`src/rtl/psum_writeback.sv`:
```
// Drains a programmed number of psum rows from the corelet OFIFO into consecutive
// PMEM addresses, with optional per-lane ReLU, then pulses done.
module psum_writeback #(
  parameter int col     = 8,
  parameter int psum_bw = 16,
  parameter int addr_bw = 11
) (
  input  logic                    clk,
  input  logic                    reset,
  input  logic                    start,
  input  logic [addr_bw-1:0]      base_addr,
  input  logic [addr_bw:0]        num_rows,
  input  logic                    relu_en,
  input  logic                    ofifo_valid,
  input  logic [col*psum_bw-1:0]  ofifo_out,
  output logic                    ofifo_rd,
  output logic                    pmem_wr,
  output logic [addr_bw-1:0]      pmem_addr,
  output logic [col*psum_bw-1:0]  pmem_din,
  output logic                    busy,
  output logic                    done,
  output logic [1:0]              dbg_state
);

  localparam int DW = col * psum_bw;
  localparam logic [addr_bw-1:0] ADDR_ONE = addr_bw'(1);
  localparam logic [addr_bw:0]   ROWS_ONE = (addr_bw + 1)'(1);

  typedef enum logic [1:0] {
    S_IDLE  = 2'd0,
    S_DRAIN = 2'd1,
    S_FLUSH = 2'd2,
    S_DONE  = 2'd3
  } state_t;

  state_t             state_q, state_d;
  logic [addr_bw-1:0] addr_q, addr_d;
  logic [addr_bw:0]   remain_q, remain_d;
  logic               relu_q, relu_d;
  logic               wr_q, wr_d;
  logic [addr_bw-1:0] waddr_q, waddr_d;
  logic [DW-1:0]      wdata_q, wdata_d;
  logic [DW-1:0]      row_proc;
  logic               pop;

  // OFIFO handshake: ofifo_out is show-ahead data qualified by ofifo_valid; the head
  // is consumed on a clock edge exactly when ofifo_rd is high, and ofifo_rd is only
  // ever raised while ofifo_valid is high. Reset suppresses the pop so an abort
  // cannot consume a row it will never write.
  assign pop = (state_q == S_DRAIN) && ofifo_valid && (remain_q != '0) && !reset;

  always_comb begin
    row_proc = ofifo_out;
    for (int k = 0; k < col; k++) begin
      if (relu_q && ofifo_out[k*psum_bw + psum_bw - 1]) begin
        row_proc[k*psum_bw +: psum_bw] = '0;
      end
    end
  end

  always_comb begin
    state_d  = state_q;
    addr_d   = addr_q;
    remain_d = remain_q;
    relu_d   = relu_q;
    wr_d     = 1'b0;
    waddr_d  = waddr_q;
    wdata_d  = wdata_q;
    case (state_q)
      S_IDLE: begin
        if (start) begin
          relu_d   = relu_en;
          addr_d   = base_addr;
          remain_d = num_rows;
          state_d  = (num_rows == '0) ? S_DONE : S_DRAIN;
        end
      end
      S_DRAIN: begin
        if (pop) begin
          wr_d     = 1'b1;
          waddr_d  = addr_q;
          wdata_d  = row_proc;
          addr_d   = addr_q + ADDR_ONE;
          remain_d = remain_q - ROWS_ONE;
          if (remain_q == ROWS_ONE) begin
            state_d = S_FLUSH;
          end
        end
      end
      // The final write is on the PMEM port during FLUSH.
      S_FLUSH: state_d = S_DONE;
      S_DONE:  state_d = S_IDLE;
      default: state_d = S_IDLE;
    endcase
  end

  always_ff @(posedge clk) begin
    if (reset) begin
      state_q  <= S_IDLE;
      addr_q   <= '0;
      remain_q <= '0;
      relu_q   <= 1'b0;
      wr_q     <= 1'b0;
      waddr_q  <= '0;
      wdata_q  <= '0;
    end else begin
      state_q  <= state_d;
      addr_q   <= addr_d;
      remain_q <= remain_d;
      relu_q   <= relu_d;
      wr_q     <= wr_d;
      waddr_q  <= waddr_d;
      wdata_q  <= wdata_d;
    end
  end

  assign ofifo_rd  = pop;
  assign pmem_wr   = wr_q;
  assign pmem_addr = waddr_q;
  assign pmem_din  = wdata_q;
  assign busy      = (state_q != S_IDLE);
  assign done      = (state_q == S_DONE);
  assign dbg_state = state_q;

endmodule

```
`config.mk`:
```
export PLATFORM = sky130hd
export DESIGN_NAME = psum_writeback
export DESIGN_NICKNAME = d
export VERILOG_FILES = /design/src/rtl/psum_writeback.sv
export SDC_FILE = /design/constraint.sdc
export NUM_CORES = 1
export LEC_CHECK = 0
export ABC_AREA = 1
export BUFFER_PORTS_ARGS = -buffer_cell sky130_fd_sc_hd__clkbuf_2
export CORE_AREA = 2 2 175 91
export CTS_BUF_LIST = sky130_fd_sc_hd__clkbuf_2 sky130_fd_sc_hd__clkbuf_4 sky130_fd_sc_hd__clkbuf_8
export CTS_CLUSTER_DIAMETER = 100
export CTS_CLUSTER_SIZE = 8
export DETAILED_ROUTE_END_ITERATION = 8
export DIE_AREA = 0 0 177 93
export GPL_TIMING_DRIVEN = 0
export PLACE_DENSITY = 0.79
export SYNTH_ARGS = -nofsm -noshare
export SYNTH_HDL_FRONTEND = slang
export SYNTH_SLANG_ARGS = --single-unit
```
`constraint.sdc`:
```
create_clock -name clk -period 4.74 [get_ports clk]
set_clock_uncertainty 0.05 [all_clocks]
set_input_delay 0.711 -clock clk [delete_from_list [all_inputs] [get_ports clk]]
set_output_delay 0.711 -clock clk [all_outputs]
set_load 0.05 [all_outputs]
```
==> results.cfg, run 1 <==
[run_status]
outcome = complete, no violations

[clocking]
holdBufCountCts = 0
ctsResizeCount = 0
cts_setup_buffers = 0
ctsRootBufferMaster = clkbuf_8
cts.sinks = 166
clk_latency_ns = 0.42
h-tree-depth = 4
clk_pin_slew_ns = 0.10
tritoncts = yes
clock_path_buffers = 2
numCtsBuffers = 17

[floorplanning]
fp-row-count = 32
start_util_pct = 46.1
core-area_um2 = 15000
dieHeight_um = 93
ios = 301
die-width_um = 177
die-area_um2 = 16500

[yosys]
synth_top_cells_by_count = 249 x nand2_1, 166 x dfxtp_1, 157 x nand3_1, 156 x a21oi_1, 52 x nor2_1
ys.flop_type = dfxtp_1
synth.most_common_cell = nand2_1
ys_seq_elements = 166
synth_top_family_by_area = simple AND/OR/NAND/NOR gates
async_flop_share_pct = 0
synth_fa_ha_area_share_pct = 1.63
synth.mux.area_fraction_pct = 0
synth_simple_gate_area_share_pct = 28.5
yosys.cell_types.count = 28
synth_top_area_cell = dfxtp_1
synth-xor-area-share_pct = 0.253
yosys-top-cells-area = dfxtp_1 48%, nand2_1 13%, nand3_1 11%
syn_inst = 945
synth_edf_count = 0
yosysWarnings = 0
yosysTopAreaCellShare_pct = 48.0
synth_compound_area_share_pct = 14.2
syn_area_per_cell_um2 = 7.33
synth_nets = 1110
yosysSeqAreaShare_pct = 48.0
syn-cell-area_um2 = 6930

[final_layout]
seq_area_um2 = 3320
final_cells = 1479
n_antenna_cell = 0
num-fill-cells = 1432
drive_gt1_share_pct = 29.1
multi_input_area_um2 = 3090
syn2layout_area_growth_pct = 30.9
fin_nets = 1428

[detailed_routing]
dr.pass1.iters = 5
drt-vias-per-instance = 5.14
drt-total-wl_mm = 23.8
dr_total_vias = 7606
drcViolationCount = 0
wire_per_inst_um = 16.1
drtIter0Drc = 515
ant_nets = 0

[timing]
max_freq_ghz = 0.312
fin_crit_ns = 3.21
worst_slack_ns = 1.53
tightest_slew_ns = 0.747
period_share_pct = 67.7
relSlewSlack_pct = 50.2
rsz0062_at_grt = false
tns_ns = 0
slew_violations = 0
setup_viol = 0
hold_viol = 0

[placement]
post-place-ws_ns = 1.78
io_buffers = 299
routabilityCongestion = 0.958
place_hpwl_mm = 18.3
place_inst = 1448

[critical_path]
criticalPathCategory = register to output pin
crit_fanout = 10
start_kind = register
crit_buf_inv = 5
crit_path_max_incr_delay_ns = 0.36
arrival_ns = 2.45
worstPathCellList = inv_1, ha_1, nand2_1, nor2_1, nand2_4, inv_2, buf_4, buf_2, clkbuf_2
cpMaxStageDelayCell = dfxtp_1
end_kind = output pin
cpLargestDelayFamily = buffers and inverters
critPathRequiredTime_ns = 3.98

[grt]
grt_pass1_wl_mm = 36.3
grt_remaining_overflow = 0
grt_antenna_before_repair = 0
grt_pass1_vias = 6918
grt_max_degree = 17
grt_util_all_layers_pct = 28.1

[pwr]
total_power_mw = 4.54
power.density_nw_per_um2 = 501
ir_worst_vdd_mv = 0.230
p_leak_nw = 4.07

[min_path]
hp-class = register to register

[job]
maxCapViolations = 0
==> layout by cell type (no fill, tap or decap) <==
cell / n
inv_1: 40
inv_8: 3
dfxtp_1: 166
a21oi_4: 1
clkbuf_8: 18
clkbuf_2: 299
nand3b_1: 2
nand2_1: 249
clkbuf_1: 26
ha_1: 9
clkinvlp_4: 3
nor3_1: 1
nor2_2: 1
or2_2: 1
bufinv_16: 1
o22ai_1: 2
a21oi_1: 156
nand2_2: 1
xor2_1: 2
clkinv_1: 1
inv_2: 3
o21bai_1: 1
nor2_1: 52
buf_4: 24
o21ai_0: 25
clkinv_4: 2
a21boi_1: 1
inv_6: 4
buf_2: 8
o21ai_1: 4
nand2_4: 2
a21boi_0: 1
nand3_1: 157
buf_1: 8
a22oi_1: 1
==> cell type report <==
| cell class | instances | area share [%] |
|---|---|---|
| multi-input cells | 669 | 34.1 |
| well taps | 204 | 2.82 |
| repair buffers | 299 | 16.5 |
| plain buffers | 66 | 3.84 |
| flip-flops and latches | 166 | 36.7 |
| clock inverters | 13 | 1.53 |
| clock buffers | 18 | 2.73 |
| inverters | 44 | 1.82 |
==> through the flow <==
stage | hold WS, ns | utilization [%] | area [µm²]
5_1_grt | 0.435 | 60.4 | 9070
3_5_place_dp | 0.405 | 57.8 | 8680
2_1_floorplan | 0.405 | - | 6930
4_1_cts | 0.418 | 60.4 | 9070
3_3_place_gp | 0.401 | 57.8 | 8680
6_report | 0.418 | 60.4 | 9070
==> worst reg2reg max path, stage by stage (launching register included) <==
cell and delay, ns:
dfxtp_1 0.36, inv_1 0.11, ha_1 0.28, nand2_1 0.08
nor2_1 0.17, nand2_4 0.16, inv_2 0.11, buf_4 0.22
buf_4 0.24, nand3_1 0.10, a21oi_1 0.17
==> cells by family after synthesis <==
group | after synthesis
fa+ha+maj | 9
flops | 166
simple gates | 466
compound gates | 192
xor+xnor | 2
buf+inv | 110
==> metal layers <==
metal	share of wire [%]	vias to the layer above	global-route usage (%)	wire length [µm]
met5	0	-	0	0
met1	45	3462	39.1	10700
li1	-	3763	-	-
met4	1.1	0	5.72	254
met3	10	20	8.17	2410
met2	44	361	43.3	10400
==> where the power goes <==
group / switching (mW) / internal [mW]
sequential: 0.152 / 1.58
clock: 0.566 / 0.447
combinational: 1.30 / 0.503
==> path summary, 6_finish.rpt <==
check	startpoint	end	slack (ns)	cells past startpoint
worst max-delay path	dbg_state[1]	ofifo_rd	1.53	9
worst min-delay path	pmem_din[25]	pmem_din[25]	0.42	2
worst max register to register	dbg_state[1]	pmem_din[105]	2.62	10
worst min register to register	pmem_din[25]	pmem_din[25]	0.42	2
==> registers in the layout, indices dropped and copies added, names as in the netlist <==
register	flops
remain_q	12
relu_q	1
addr_q	11
pmem_wr	1
dbg_state	2
pmem_din	128
pmem_addr	11
(Power assumes the default switching activity.)
==> inputs of run 2 (changes only) <==
--- a/config.mk
+++ b/config.mk
@@ -7,14 +7,14 @@
 export LEC_CHECK = 0
 export ABC_AREA = 1
 export BUFFER_PORTS_ARGS = -buffer_cell sky130_fd_sc_hd__clkbuf_2
-export CORE_AREA = 2 2 175 91
+export CORE_AREA = 2 2 181 94
 export CTS_BUF_LIST = sky130_fd_sc_hd__clkbuf_2 sky130_fd_sc_hd__clkbuf_4 sky130_fd_sc_hd__clkbuf_8
 export CTS_CLUSTER_DIAMETER = 100
 export CTS_CLUSTER_SIZE = 8
 export DETAILED_ROUTE_END_ITERATION = 8
-export DIE_AREA = 0 0 177 93
+export DIE_AREA = 0 0 183 96
 export GPL_TIMING_DRIVEN = 0
-export PLACE_DENSITY = 0.79
+export PLACE_DENSITY = 0.77
 export SYNTH_ARGS = -nofsm -noshare
 export SYNTH_HDL_FRONTEND = slang
 export SYNTH_SLANG_ARGS = --single-unit
==> constraint.sdc (replaced) <==
create_clock -name clk -period 2.65 [get_ports clk]
set_clock_uncertainty 0.05 [all_clocks]
set_input_delay 0.3975 -clock clk [delete_from_list [all_inputs] [get_ports clk]]
set_output_delay 0.3975 -clock clk [all_outputs]
set_load 0.05 [all_outputs]
==> results.cfg, run 2 (synthesis gave the netlist of run 1 again) <==
[run_status]
outcome = complete, no violations

[final_layout]
fin_nets = 1427
syn2layout_area_growth_pct = 31.8
mostFrequentLayoutCells = 298 x clkbuf_2, 249 x nand2_1, 166 x dfxtp_1, 157 x nand3_1, 156 x a21oi_1
n_antenna_cell = 0
layout_commonest_cell = clkbuf_2
num-fill-cells = 1581
seq_area_um2 = 3320
finalCoreUtilization_pct = 57.0
drive_gt1_share_pct = 29.2
multi_input_area_um2 = 3090
largest_reg_flops = 128

[placement]
io_buffers = 299
routabilityCongestion = 0.919
place_hpwl_mm = 18.8

[critical_path]
startpoint = remain_q[0]
criticalPathCategory = register to output pin
end_kind = output pin
worstPathCellList = inv_1, ha_1, inv_1, nor2_1, nand2_1, nand2_4, inv_2, buf_6, buf_6
cpLargestDelayFamily = buffers and inverters
crit_buf_inv = 5
rr_startpoint = relu_q
arrival_ns = 2.07
cpMaxStageDelayCell = dfxtp_1
critPathRequiredTime_ns = 2.20
crit_path_max_incr_delay_ns = 0.40
crit_fanout = 19
start_kind = register

[clocking]
tritoncts = yes
ctsRootBufferMaster = clkbuf_8
clock_path_buffers = 2
clk_latency_ns = 0.45
holdBufCountCts = 0
h-tree-depth = 4
numCtsBuffers = 17
cts.sinks = 166
clk_pin_slew_ns = 0.10

[timing]
hold_viol = 0
rsz0062_at_grt = false
period_share_pct = 95.0
max_freq_ghz = 0.397
fin_crit_ns = 2.52
holdWs_ns = 0.128
relSlewSlack_pct = 46.2
setup_viol = 0
tightest_slew_ns = 0.807
tns_ns = 0
slew_violations = 0

[grt]
grt_util_all_layers_pct = 26.5
grt_pass1_wl_mm = 35.6
grt_max_degree = 20
grt_antenna_before_repair = 0
grt_remaining_overflow = 0
grt_pass1_vias = 6685

[detailed_routing]
dr.pass1.iters = 5
met2_length_mm = 10.6
drt-total-wl_mm = 24.1
met1Wirelength_mm = 11.0
routed.top_layer = met4
dr_total_vias = 7581
wire_per_inst_um = 16.2
drt-vias-per-instance = 5.11
drtIter0Drc = 462
drcViolationCount = 0
met3_length_mm = 2.17
ant_nets = 0

[pwr]
power.density_nw_per_um2 = 907
ir_worst_vdd_mv = 0.432
p_leak_nw = 4.09

[floorplanning]
ios = 301
core-area_um2 = 16000
start_util_pct = 43.2
dieHeight_um = 96
die-area_um2 = 17600
die-width_um = 183
fp-row-count = 33

[min_path]
hp-class = input pin to register
hold_start = ofifo_out[44]

[job]
maxCapViolations = 0
[run 2: through the flow]
stage | total power, mW | std cells | setup WS, ns | area, µm²
2_1_floorplan | 5.37 | 945 | 0.322 | 6930
3_3_place_gp | 6.21 | 1454 | 0.256 | 8690
3_5_place_dp | 6.28 | 1454 | 0.205 | 8690
4_1_cts | 8.26 | 1485 | 0.00697 | 9120
5_1_grt | 8.73 | 1485 | 0.00263 | 9130
6_report | 8.28 | 1485 | 0.132 | 9130
[run 2: report_power, final]
| part | internal, mW | total (mW) | switching [mW] |
|---|---|---|---|
| logic | 0.904 | 3.21 | 2.30 |
| registers | 2.82 | 3.08 | 0.257 |
| clock network | 1.03 | 2.00 | 0.964 |
[run 2: timing repair]
item                                    4_1_cts  5_1_grt
cloned                                        0        0
buffers inserted                              0        0
endpoints found under the setup margin        1        1
resized for setup                             2        3
[run 2: worst paths after layout]
kind | to | slack [ns] | cells after the start
worst max register to register | pmem_din[79] | 0.54 | 4
worst min register to register | pmem_din[23] | 0.42 | 2
worst min-delay path | pmem_din[44] | 0.13 | 3
worst max-delay path | ofifo_rd | 0.13 | 9
[run 2: area by class of cell]
cell class	instances	share of cell area [%]
Clock inverter	10	1.60
Inverter	44	1.81
Timing Repair Buffer	299	16.5
Tap cell	210	2.88
Buffer	65	3.80
Clock buffer	22	3.18
Multi-Input combinational cell	669	33.9
Sequential cell	166	36.4
[run 2: worst register-to-register path, stage by stage (launching register included)]
cell and delay [ns]:
dfxtp_1 0.31, clkbuf_1 0.61, clkinv_1 0.64, nand3_1 0.29
a21oi_1 0.08
[run 2: routing by layer]
| metal | up-vias | GRT usage, % |
|---|---|---|
| met5 | - | 0 |
| met4 | 0 | 6.73 |
| met3 | 17 | 8.44 |
| met2 | 323 | 41.2 |
| met1 | 3477 | 35.8 |
| li1 | 3764 | - |
==> inputs of run 3 (changes only) <==
--- a/config.mk
+++ b/config.mk
@@ -7,14 +7,16 @@
 export LEC_CHECK = 0
 export ABC_AREA = 1
 export BUFFER_PORTS_ARGS = -buffer_cell sky130_fd_sc_hd__clkbuf_2
-export CORE_AREA = 2 2 181 94
+export CELL_PAD_IN_SITES_DETAIL_PLACEMENT = 1
+export CELL_PAD_IN_SITES_GLOBAL_PLACEMENT = 2
+export CORE_AREA = 2 2 249 128
 export CTS_BUF_LIST = sky130_fd_sc_hd__clkbuf_2 sky130_fd_sc_hd__clkbuf_4 sky130_fd_sc_hd__clkbuf_8
 export CTS_CLUSTER_DIAMETER = 100
 export CTS_CLUSTER_SIZE = 8
 export DETAILED_ROUTE_END_ITERATION = 8
-export DIE_AREA = 0 0 183 96
+export DIE_AREA = 0 0 251 130
 export GPL_TIMING_DRIVEN = 0
-export PLACE_DENSITY = 0.77
+export PLACE_DENSITY = 0.87
 export SYNTH_ARGS = -nofsm -noshare
 export SYNTH_HDL_FRONTEND = slang
 export SYNTH_SLANG_ARGS = --single-unit
==> constraint.sdc (replaced) <==
create_clock -name clk -period 2.65 [get_ports clk]
set_clock_uncertainty 0.05 [all_clocks]
set_input_delay 0.1325 -clock clk [delete_from_list [all_inputs] [get_ports clk]]
set_output_delay 0.1325 -clock clk [all_outputs]
set_load 0.05 [all_outputs]
==> results.cfg, run 3 (synthesis gave the netlist of run 1 again) <==
[timing]
fin_crit_ns = 2.48
relSlewSlack_pct = 35.8
period_share_pct = 93.7
tightest_slew_ns = 0.964
max_freq_ghz = 0.403
slew_violations = 0
holdWs_ns = 0.0641
hold_viol = 0
setup_viol = 0

[critical_path]
crit_fanout = 19
reg2reg_setup_slack_ns = 0.23
start_kind = register
crit_path_max_incr_delay_ns = 0.37
cpMaxStageDelayCell = dfxtp_1
critPathRequiredTime_ns = 2.47
arrival_ns = 2.30
rr_startpoint = relu_q
criticalPathCategory = register to output pin
crit_buf_inv = 4
r2r_cells = 4
cpLargestDelayFamily = buffers and inverters
end_kind = output pin
rr_endpoint = pmem_din[95]
worstPathCellList = inv_1, ha_2, nand2_1, nor2_1, nand2_4, inv_2, buf_4, clkbuf_8

[pwr]
clock_power_share_pct = 21.1
p_int_mw = 4.63
switching_share_pct = 44.7
ir_worst_vdd_mv = 0.303
seq_power_share_pct = 36.9
combPwrFrac_pct = 42.0
p_sw_mw = 3.75
p_leak_nw = 4.69
total_power_mw = 8.37
power.density_nw_per_um2 = 773

[clocking]
numCtsBuffers = 17
clock_path_buffers = 2
clk_pin_slew_ns = 0.09
ctsRootBufferMaster = clkbuf_8
tritoncts = yes
h-tree-depth = 4
clk_latency_ns = 0.48
cts.sinks = 166

[floorplanning]
start_util_pct = 22.5
ios = 301
fp-row-count = 46
die-area_um2 = 32600
die-width_um = 251
dieHeight_um = 130
core-area_um2 = 30800

[final_layout]
drive_gt1_share_pct = 26.0
largest_reg_flops = 128
final_cells = 1837
syn2layout_area_growth_pct = 56.3
mostFrequentLayoutCells = 298 x clkbuf_2, 249 x nand2_1, 166 x dfxtp_1, 157 x nand3_1, 156 x a21oi_1
finalCoreUtilization_pct = 35.1
layout_commonest_cell = clkbuf_2
fin_nets = 1580

[detailed_routing]
drtIter0Drc = 432
wire_per_inst_um = 17.6
ant_nets = 0
dr.pass1.iters = 4
drt-total-wl_mm = 32.4
drcViolationCount = 0
drt-vias-per-instance = 4.56
dr_total_vias = 8373

[placement]
place_hpwl_mm = 23.2
place_inst = 1652
routabilityCongestion = 0.835
io_buffers = 299

[grt]
grt_util_all_layers_pct = 19.4
grt_antenna_before_repair = 1
grt_max_degree = 20
grt_pass1_vias = 8636
grt_remaining_overflow = 0
grt_pass1_wl_mm = 48.5

[min_path]
hold_start = base_addr[8]
hp-class = input pin to register
hold_depth = 5
min_to = addr_q[8]

[job]
maxCapViolations = 0

[run_status]
outcome = complete, no violations
-- run 3: cell type report --
| type | instances | area [µm²] |
|---|---|---|
| diodes | 2 | 5.00 |
| fillers | 3918 | 20000 |
| clock inverters | 8 | 50.0 |
| well taps | 408 | 510 |
| clock buffers | 23 | 304 |
| plain buffers | 65 | 343 |
| inverters | 44 | 165 |
| multi-input cells | 669 | 3090 |
| flip-flops and latches | 166 | 3320 |
| repair buffers | 452 | 3040 |
-- run 3: power by group through the flow --
stage | registers, mW | clock network, mW | logic [mW]
finish | 3.09 | 1.77 | 3.52
CTS | 3.08 | 1.83 | 3.50
global route | 3.14 | 1.91 | 3.85
global placement | 3.13 | 0 | 3.24
floorplan | 3.71 | 0 | 1.66
detailed placement | 3.14 | 0 | 3.31
-- run 3: through the flow --
| step | worst slack, ns | cell area [µm²] | setup TNS, ns |
|---|---|---|---|
| finish | 0.167 | 10800 | 0 |
| global route | -0.0129 | 10800 | -0.0129 |
| CTS | 0.0672 | 10800 | 0 |
| detailed placement | 0.112 | 8930 | 0 |
| global placement | 0.118 | 8930 | 0 |
| floorplan | 0.351 | 6930 | 0 |
-- run 3: metal layers --
metal	global-route usage, %	up-vias	part of all wire [%]
met1	24.7	4038	46
met2	32.3	225	47
met5	0	-	0
met4	7.18	0	2.4
li1	-	4067	-
met3	4.75	43	5.2
-- run 3: timing repair --
| action | CTS | global route |
|---|---|---|
| endpoints found under the hold margin | 151 | 0 |
| setup endpoints to repair | 1 | 1 |
| gates cloned | 0 | 0 |
| setup buffers | 0 | 0 |
| gates resized for setup | 2 | 1 |
| hold buffers | 153 | 0 |
-- run 3: worst max path at each step --
stage / from / endpoint / slack, ns / depth (start not counted)
floorplan: dbg_state[0] / addr_q[8] / 0.35 / 10
global placement: relu_q / pmem_din[127] / 0.12 / 4
detailed placement: relu_q / pmem_din[127] / 0.11 / 4
CTS: dbg_state[1] / ofifo_rd / 0.07 / 8
global route: dbg_state[1] / ofifo_rd / -0.01 / 8
finish: dbg_state[1] / ofifo_rd / 0.17 / 8
-- run 3: tightest hold or removal path: stages --
cell	delay, ns
clkbuf_2	0.09
o21ai_0	0.08
nand2_1	0.10
nand2_1	0.06
nor2_1	0.09
